$ cat config.mk
export PLATFORM = sky130hd
export DESIGN_NAME = mgmt_gpio_in_sync
export DESIGN_NICKNAME = d
export VERILOG_FILES = /design/src/rtl/mgmt_gpio_in_sync.sv
export SDC_FILE = /design/constraint.sdc
export NUM_CORES = 1
export LEC_CHECK = 0
export BUFFER_PORTS_ARGS = -buffer_cell sky130_fd_sc_hd__buf_2
export CAP_MARGIN = 20
export CORE_UTILIZATION = 50
export DETAILED_ROUTE_END_ITERATION = 12
export PLACE_DENSITY = 0.71
export SYNTH_ARGS = -nofsm -noshare
export SYNTH_HDL_FRONTEND = slang
export SYNTH_SLANG_ARGS = --single-unit
$ cat constraint.sdc
create_clock -name clk -period 3.4 [get_ports clk]
set_clock_uncertainty 0.15 [all_clocks]
set_input_delay 0.51 -clock clk [delete_from_list [all_inputs] [get_ports clk]]
set_output_delay 0.51 -clock clk [all_outputs]
set_load 0.01 [all_outputs]
$ cat src/rtl/mgmt_gpio_in_sync.sv
// Management GPIO input conditioning. Each bit passes through a 2-flop
// synchroniser and a programmable debounce filter. A committed level change
// sets a sticky pending flag when its edge direction is enabled. The pending
// flags that are not masked are ORed into one registered, level-sensitive
// interrupt for the management core.
module mgmt_gpio_in_sync #(
  parameter int WIDTH = 19,
  parameter int DEB_W = 8
) (
  input  logic             clk,
  input  logic             resetn,
  input  logic [WIDTH-1:0] gpio_in,
  input  logic [DEB_W-1:0] deb_limit,
  input  logic [WIDTH-1:0] rise_en,
  input  logic [WIDTH-1:0] fall_en,
  input  logic [WIDTH-1:0] irq_mask,
  input  logic [WIDTH-1:0] pend_clr,
  output logic [WIDTH-1:0] gpio_sync,
  output logic [WIDTH-1:0] gpio_deb,
  output logic [WIDTH-1:0] pending,
  output logic             irq
);

  logic [WIDTH-1:0] s1_q, s1_d;
  logic [WIDTH-1:0] sync_q, sync_d;
  logic [WIDTH-1:0] deb_q, deb_d;
  logic [WIDTH-1:0] pend_q, pend_d;
  logic [DEB_W-1:0] cnt_q [WIDTH];
  logic [DEB_W-1:0] cnt_d [WIDTH];
  logic             irq_q, irq_d;
  logic [WIDTH-1:0] commit;
  logic [WIDTH-1:0] rise;
  logic [WIDTH-1:0] fall;

  // Two-stage synchroniser for the asynchronous pad inputs
  always_comb begin
    s1_d   = gpio_in;
    sync_d = s1_q;
  end

  // Per-bit debounce: a level must differ from the committed state for
  // deb_limit+1 consecutive cycles before it is committed. Any return to
  // the committed level restarts the count.
  always_comb begin
    deb_d  = deb_q;
    commit = '0;
    for (int i = 0; i < WIDTH; i++) begin
      cnt_d[i] = cnt_q[i];
      if (sync_q[i] == deb_q[i]) begin
        cnt_d[i] = '0;
      end else if (cnt_q[i] == deb_limit) begin
        deb_d[i]  = sync_q[i];
        cnt_d[i]  = '0;
        commit[i] = 1'b1;
      end else begin
        cnt_d[i] = cnt_q[i] + DEB_W'(1);
      end
    end
  end

  // Edge classification and sticky pending flags. A new event wins over
  // a clear pulse in the same cycle, so no edge is lost.
  always_comb begin
    rise   = commit & sync_q;
    fall   = commit & ~sync_q;
    pend_d = (pend_q & ~pend_clr) | (rise & rise_en) | (fall & fall_en);
    irq_d  = |(pend_q & ~irq_mask);
  end

  // State registers with asynchronous active-low clear
  always_ff @(posedge clk or negedge resetn) begin
    if (!resetn) begin
      s1_q   <= '0;
      sync_q <= '0;
      deb_q  <= '0;
      pend_q <= '0;
      irq_q  <= 1'b0;
      for (int i = 0; i < WIDTH; i++) begin
        cnt_q[i] <= '0;
      end
    end else begin
      s1_q   <= s1_d;
      sync_q <= sync_d;
      deb_q  <= deb_d;
      pend_q <= pend_d;
      irq_q  <= irq_d;
      for (int i = 0; i < WIDTH; i++) begin
        cnt_q[i] <= cnt_d[i];
      end
    end
  end

  assign gpio_sync = sync_q;
  assign gpio_deb  = deb_q;
  assign pending   = pend_q;
  assign irq       = irq_q;

endmodule
* Yosys cells after proc, flatten, opt, wreduce, memory -nomap -nowiden
Cells that the tools add are included.
Word-level totals: register bits after elaboration 229, bits of input ports 105, output and inout port bits 58, word-level logic and storage cells 225
Cells by class: add/subtract/negate cells 19, eq/ne operators 38, muxes and demuxes 76, bitwise operators 30, reduce and logical (&&, ||, !) cells 20
Operator list (number):
- 8-bit 2-to-1 mux | 38
- 8-bit by 1-bit adder with 8-bit output (second input constant) | 19
- 8-bit == test | 19
- 19-bit AND | 6
- 19-bit NOT | 3
- 1-bit 2-to-1 mux | 38
- 19-bit bitwise OR | 2
- 2-bit AND reduction | 19
- 1-bit == test | 19
- 1-bit NOT | 19
- 19-bit OR reduction | 1

* Logic depth before layout (Yosys ltp)
depth in word-level cells 7, gate-level depth with buffers 6, mapped depth without buffers 5

* Worst setup path after synthesis
OpenSTA, ideal clock, no wires.
kind input to register, from in deb_limit[1], to reg deb_q[10] (netlist: gpio_deb[10]), library setup time 0.125 ns, arrival 1.542 ns, required time 3.125 ns, path slack 1.583 ns, cell stages on the path 6, buffers on the path 2, path through buf_6 -> buf_8 -> xnor2_1 -> nand4_1 -> nor2_2 -> mux2_4
On the way: longest elaborated chain between the ends 2
Ends and longest elaborated chain:
- from (decl) | line 13 | input logic [DEB_W-1:0] deb_limit,
- 8-bit == test | line 51 | end else if (cnt_q[i] == deb_limit) begin
- 2-bit AND reduction (no source line)
- to (signal assigned) | line 75 | deb_q <= '0;
- to (signal assigned) | line 84 | deb_q <= deb_d;
- to (decl) | line 26 | logic [WIDTH-1:0] deb_q, deb_d;
No other way between the ends. A chain may end at the register's enable or synchronous reset.

* Worst setup path in the final report
from reg pend_q[17] (netlist: pending[17]), to reg irq_q (netlist: irq)
On the way: longest elaborated chain between the ends 2
Ends and longest elaborated chain:
- from (decl) | line 27 | logic [WIDTH-1:0] pend_q, pend_d;
- from (signal assigned) | line 85 | pend_q <= pend_d;
- 19-bit AND | line 67 | irq_d = |(pend_q & ~irq_mask);
- 19-bit OR reduction | line 67
- named net irq_d | line 30 | logic irq_q, irq_d;
- to (signal assigned) | line 86 | irq_q <= irq_d;
- to (decl) | line 30
The timed path passes the listed nets, and every way through them passes these cells.

==> out/metrics.csv <==
stage,metric,value,unit
worst_setup_path,end_kind,register,
timing,maxSlewViolCount,0,
outcome,outcome,completed,
finish,nets,1386,
worst_setup_path,rr_endpoint,irq,
floorplanning,die_y,153,um
drt,vias,8052,
grt,grt_usage,0.210,
timing,setup_tns,0,ns
clock_network,cts_buffer_depth,3,
finish,postLayoutCellArea,0.0136,mm2
finish,drive_above_1_share,0.203,
synth,ys_warn_count,0,
synth,async_flop_share,1.00,
drt,via_per_inst,5.15,
clock_network,cts_tree,built,
placement,portBuffers,162,
drt,drc,0,
clock_network,cts_root_buffer,clkbuf_16,
timing,hold_viol,0,
clock_network,cts.sinks,229,
drt,drtAntennaViolNets,0,
worst_setup_path,r2r_start,pending[17],
worst_setup_path,path_max_fanout,3,
clock_network,cts_made_buffers,26,
drt,drt_iter0_markers,372,
floorplanning,dieArea,0.0236,mm2
job,cap_violations,0,
clock_network,clock_latency,0.52,ns
synth,syn_nets,1186,
timing,fin_crit,1.82,ns
floorplanning,dieWidth,153,um
floorplanning,rows,55,
finish,num_antenna_cells,0,
power,leakage,6.21,nW
worst_setup_path,r2r_slack,1.58,ns
placement,hpwl,15.7,mm
timing,max_freq,549,MHz
grt,grt_pass1_wl,40.2,mm
synth,synth_area_per_cell,10.8,um2
floorplanning,core,0.0226,mm2
grt,grt_max_degree,79,
synth,netlist_area,0.0115,mm2
clock_network,cts.clk_slew.worst_paths,0.06,ns
worst_setup_path,path_class,register to register,
synth,syn_inst,1062,
worst_setup_path,ff2ff_path_depth,4,
power,peakVddDrop,0.428,mV
finish,area_delta_synth_final,18.4,%
grt,antenna_found_initial,0,
clock_network,ctsResizeCount,0,
timing,final.period_utilization,0.536,
worst_setup_path,start_kind,register,
synth,ys_ff_latch,229,
synth,yosysSeqAreaShare,0.499,
timing,worst_pin_slew,0.791,ns
floorplanning,initial_core_util,0.508,
timing,maxSlewHeadroom,0.473,
floorplanning,ioPinCount,163,
min_path,hp-class,input pin to register,
worst_setup_path,crit_path_end,irq,
synth,ys_types,26,
synth,ys.flop_type,dfrtp_1,
synth,synth_edf_count,0,
clock_network,post_cts_buffers,0,
timing,setup_violations,0,
drt,drt_wl_total,23.9,mm
worst_setup_path,cp.required,3.61,ns
drt,wl_per_cell,15.3,um
clock_network,htree_levels,1,
clock_network,ctsHoldBuffers,22,
placement,gp_congestion,0.793,
power,p_per_area,556,mW/mm2
grt,grt_pass1_vias,8106,
worst_setup_path,crit_arrival,2.03,ns
grt,overflow,0,
timing,rsz0062_at_grt,false,
worst_setup_path,critPathLaunch,pending[17],
drt,first_pass_iters,4,
placement,place_area,0.0125,mm2
-- worst min path at each step --
stage / cells past startpoint / endpoint / start
after floorplan: 0 / cnt_q[0] / resetn
after global placement: 0 / gpio_sync[5] / s1_q[5]
after detailed placement: 0 / gpio_sync[8] / s1_q[8]
after CTS: 2 / pending[18] / pend_clr[18]
after global routing: 2 / pending[10] / pend_clr[10]
final: 2 / pending[18] / pend_clr[18]
-- kinds of logic after synthesis --
logic type / Yosys count / share of synthesized area
AOI/OAI and AO/OA: 64 / 0.0419
xor gates and xnor gates: 285 / 0.218
adders and majority gates: 19 / 0.0207
buffers and inverters: 57 / 0.0304
DFF: 229 / 0.499
muxes: 19 / 0.0242
and+or+nand+nor: 389 / 0.166
-- state kept, by name (all words and copies together) (netlist names) --
register / count
irq: 1
gpio_sync: 19
s1_q: 19
cnt_q: 152
pending: 19
gpio_deb: 19
-- synthesized netlist by cell type, types with 2 or more instances --
library cell    n  share of area
o21ai_2        19          0.015
buf_8           4         0.0052
nor2_1        154          0.050
nor3_1          2        0.00087
xnor2_1       172           0.13
nand2_1        20         0.0065
inv_1          41          0.013
o2111ai_1       2         0.0015
a22o_1          9         0.0069
nand3_1        93          0.041
nand4_1        39          0.021
buf_6          12          0.012
dfrtp_1       229           0.50
ha_1           19          0.021
o21ai_0        19         0.0083
xor2_1        113          0.086
and3_1         38          0.021
nand2b_1        6         0.0033
o22ai_1         4         0.0022
nor2_2         17         0.0093
o2bb2ai_1      10         0.0076
mux2_2          2         0.0020
nand3b_1       19          0.012
mux2_4         17          0.022
-- final cells by class --
| cell class | instances | area (um2) |
|---|---|---|
| repair buffers | 188 | 1100 |
| multi-input cells | 776 | 5400 |
| well taps | 285 | 357 |
| clock inverters | 8 | 96.3 |
| fillers | 1936 | 8990 |
| clock buffers | 37 | 753 |
| flip-flops and latches | 229 | 5730 |
| inverters | 41 | 154 |
-- stage by stage --
stage	hold WS [ns]	total power [mW]	utilization	setup slack, ns	instances
finish	0.0145	7.55	0.602	1.58	1564
global placement	0.181	4.78	0.554	1.11	1496
floorplan	0.0644	4.39	-	1.58	1062
detailed placement	0.185	4.81	0.554	1.08	1496
CTS	0.000853	7.64	0.601	1.45	1563
global route	0.0103	7.99	0.602	1.47	1564
-- worst max-delay path, stage by stage (launching register included) --
cell and delay [ns]:
dfrtp_1 0.40, nand2b_1 0.13, o2111ai_1 0.35, nor3_1 0.48
nand3_1 0.14
-- placed cells by master, fill, tap and decap left out --
master         instances
a222oi_1               1
a22o_1                 9
and2_1                 1
and3_1                38
buf_12                 2
buf_2                161
buf_4                  1
buf_8                  1
bufinv_16              2
clkbuf_1               6
clkbuf_16             27
clkbuf_8               4
clkinv_2               4
clkinvlp_4             1
dfrtp_1              229
dlygate4sd3_1         23
ha_1                  19
inv_1                 41
inv_6                  1
mux2_2                 2
mux2_4                17
nand2_1               20
nand2b_1               6
nand3_1               93
nand3b_1              19
nand4_1               39
nor2_1               154
nor2_2                17
nor3_1                 2
o2111ai_1              2
o21ai_0               19
o21ai_2               19
o22ai_1                4
o2bb2ai_1             10
xnor2_1              172
xor2_1               113
-- per-layer routing --
layer / wire, um / track usage / share of wire
met3: 1080 / 0.0316 / 0.045
met1: 10900 / 0.290 / 0.46
met4: 478 / 0.0581 / 0.020
met2: 11500 / 0.347 / 0.48
met5: 0 / 0 / 0
-- power by group --
group	switching, mW	internal (mW)
Combinational	0.676	0.638
Sequential	0.449	3.02
Clock	1.08	1.68
Total	2.21	5.34
No activity file was read; power rests on OpenSTA's default activity.
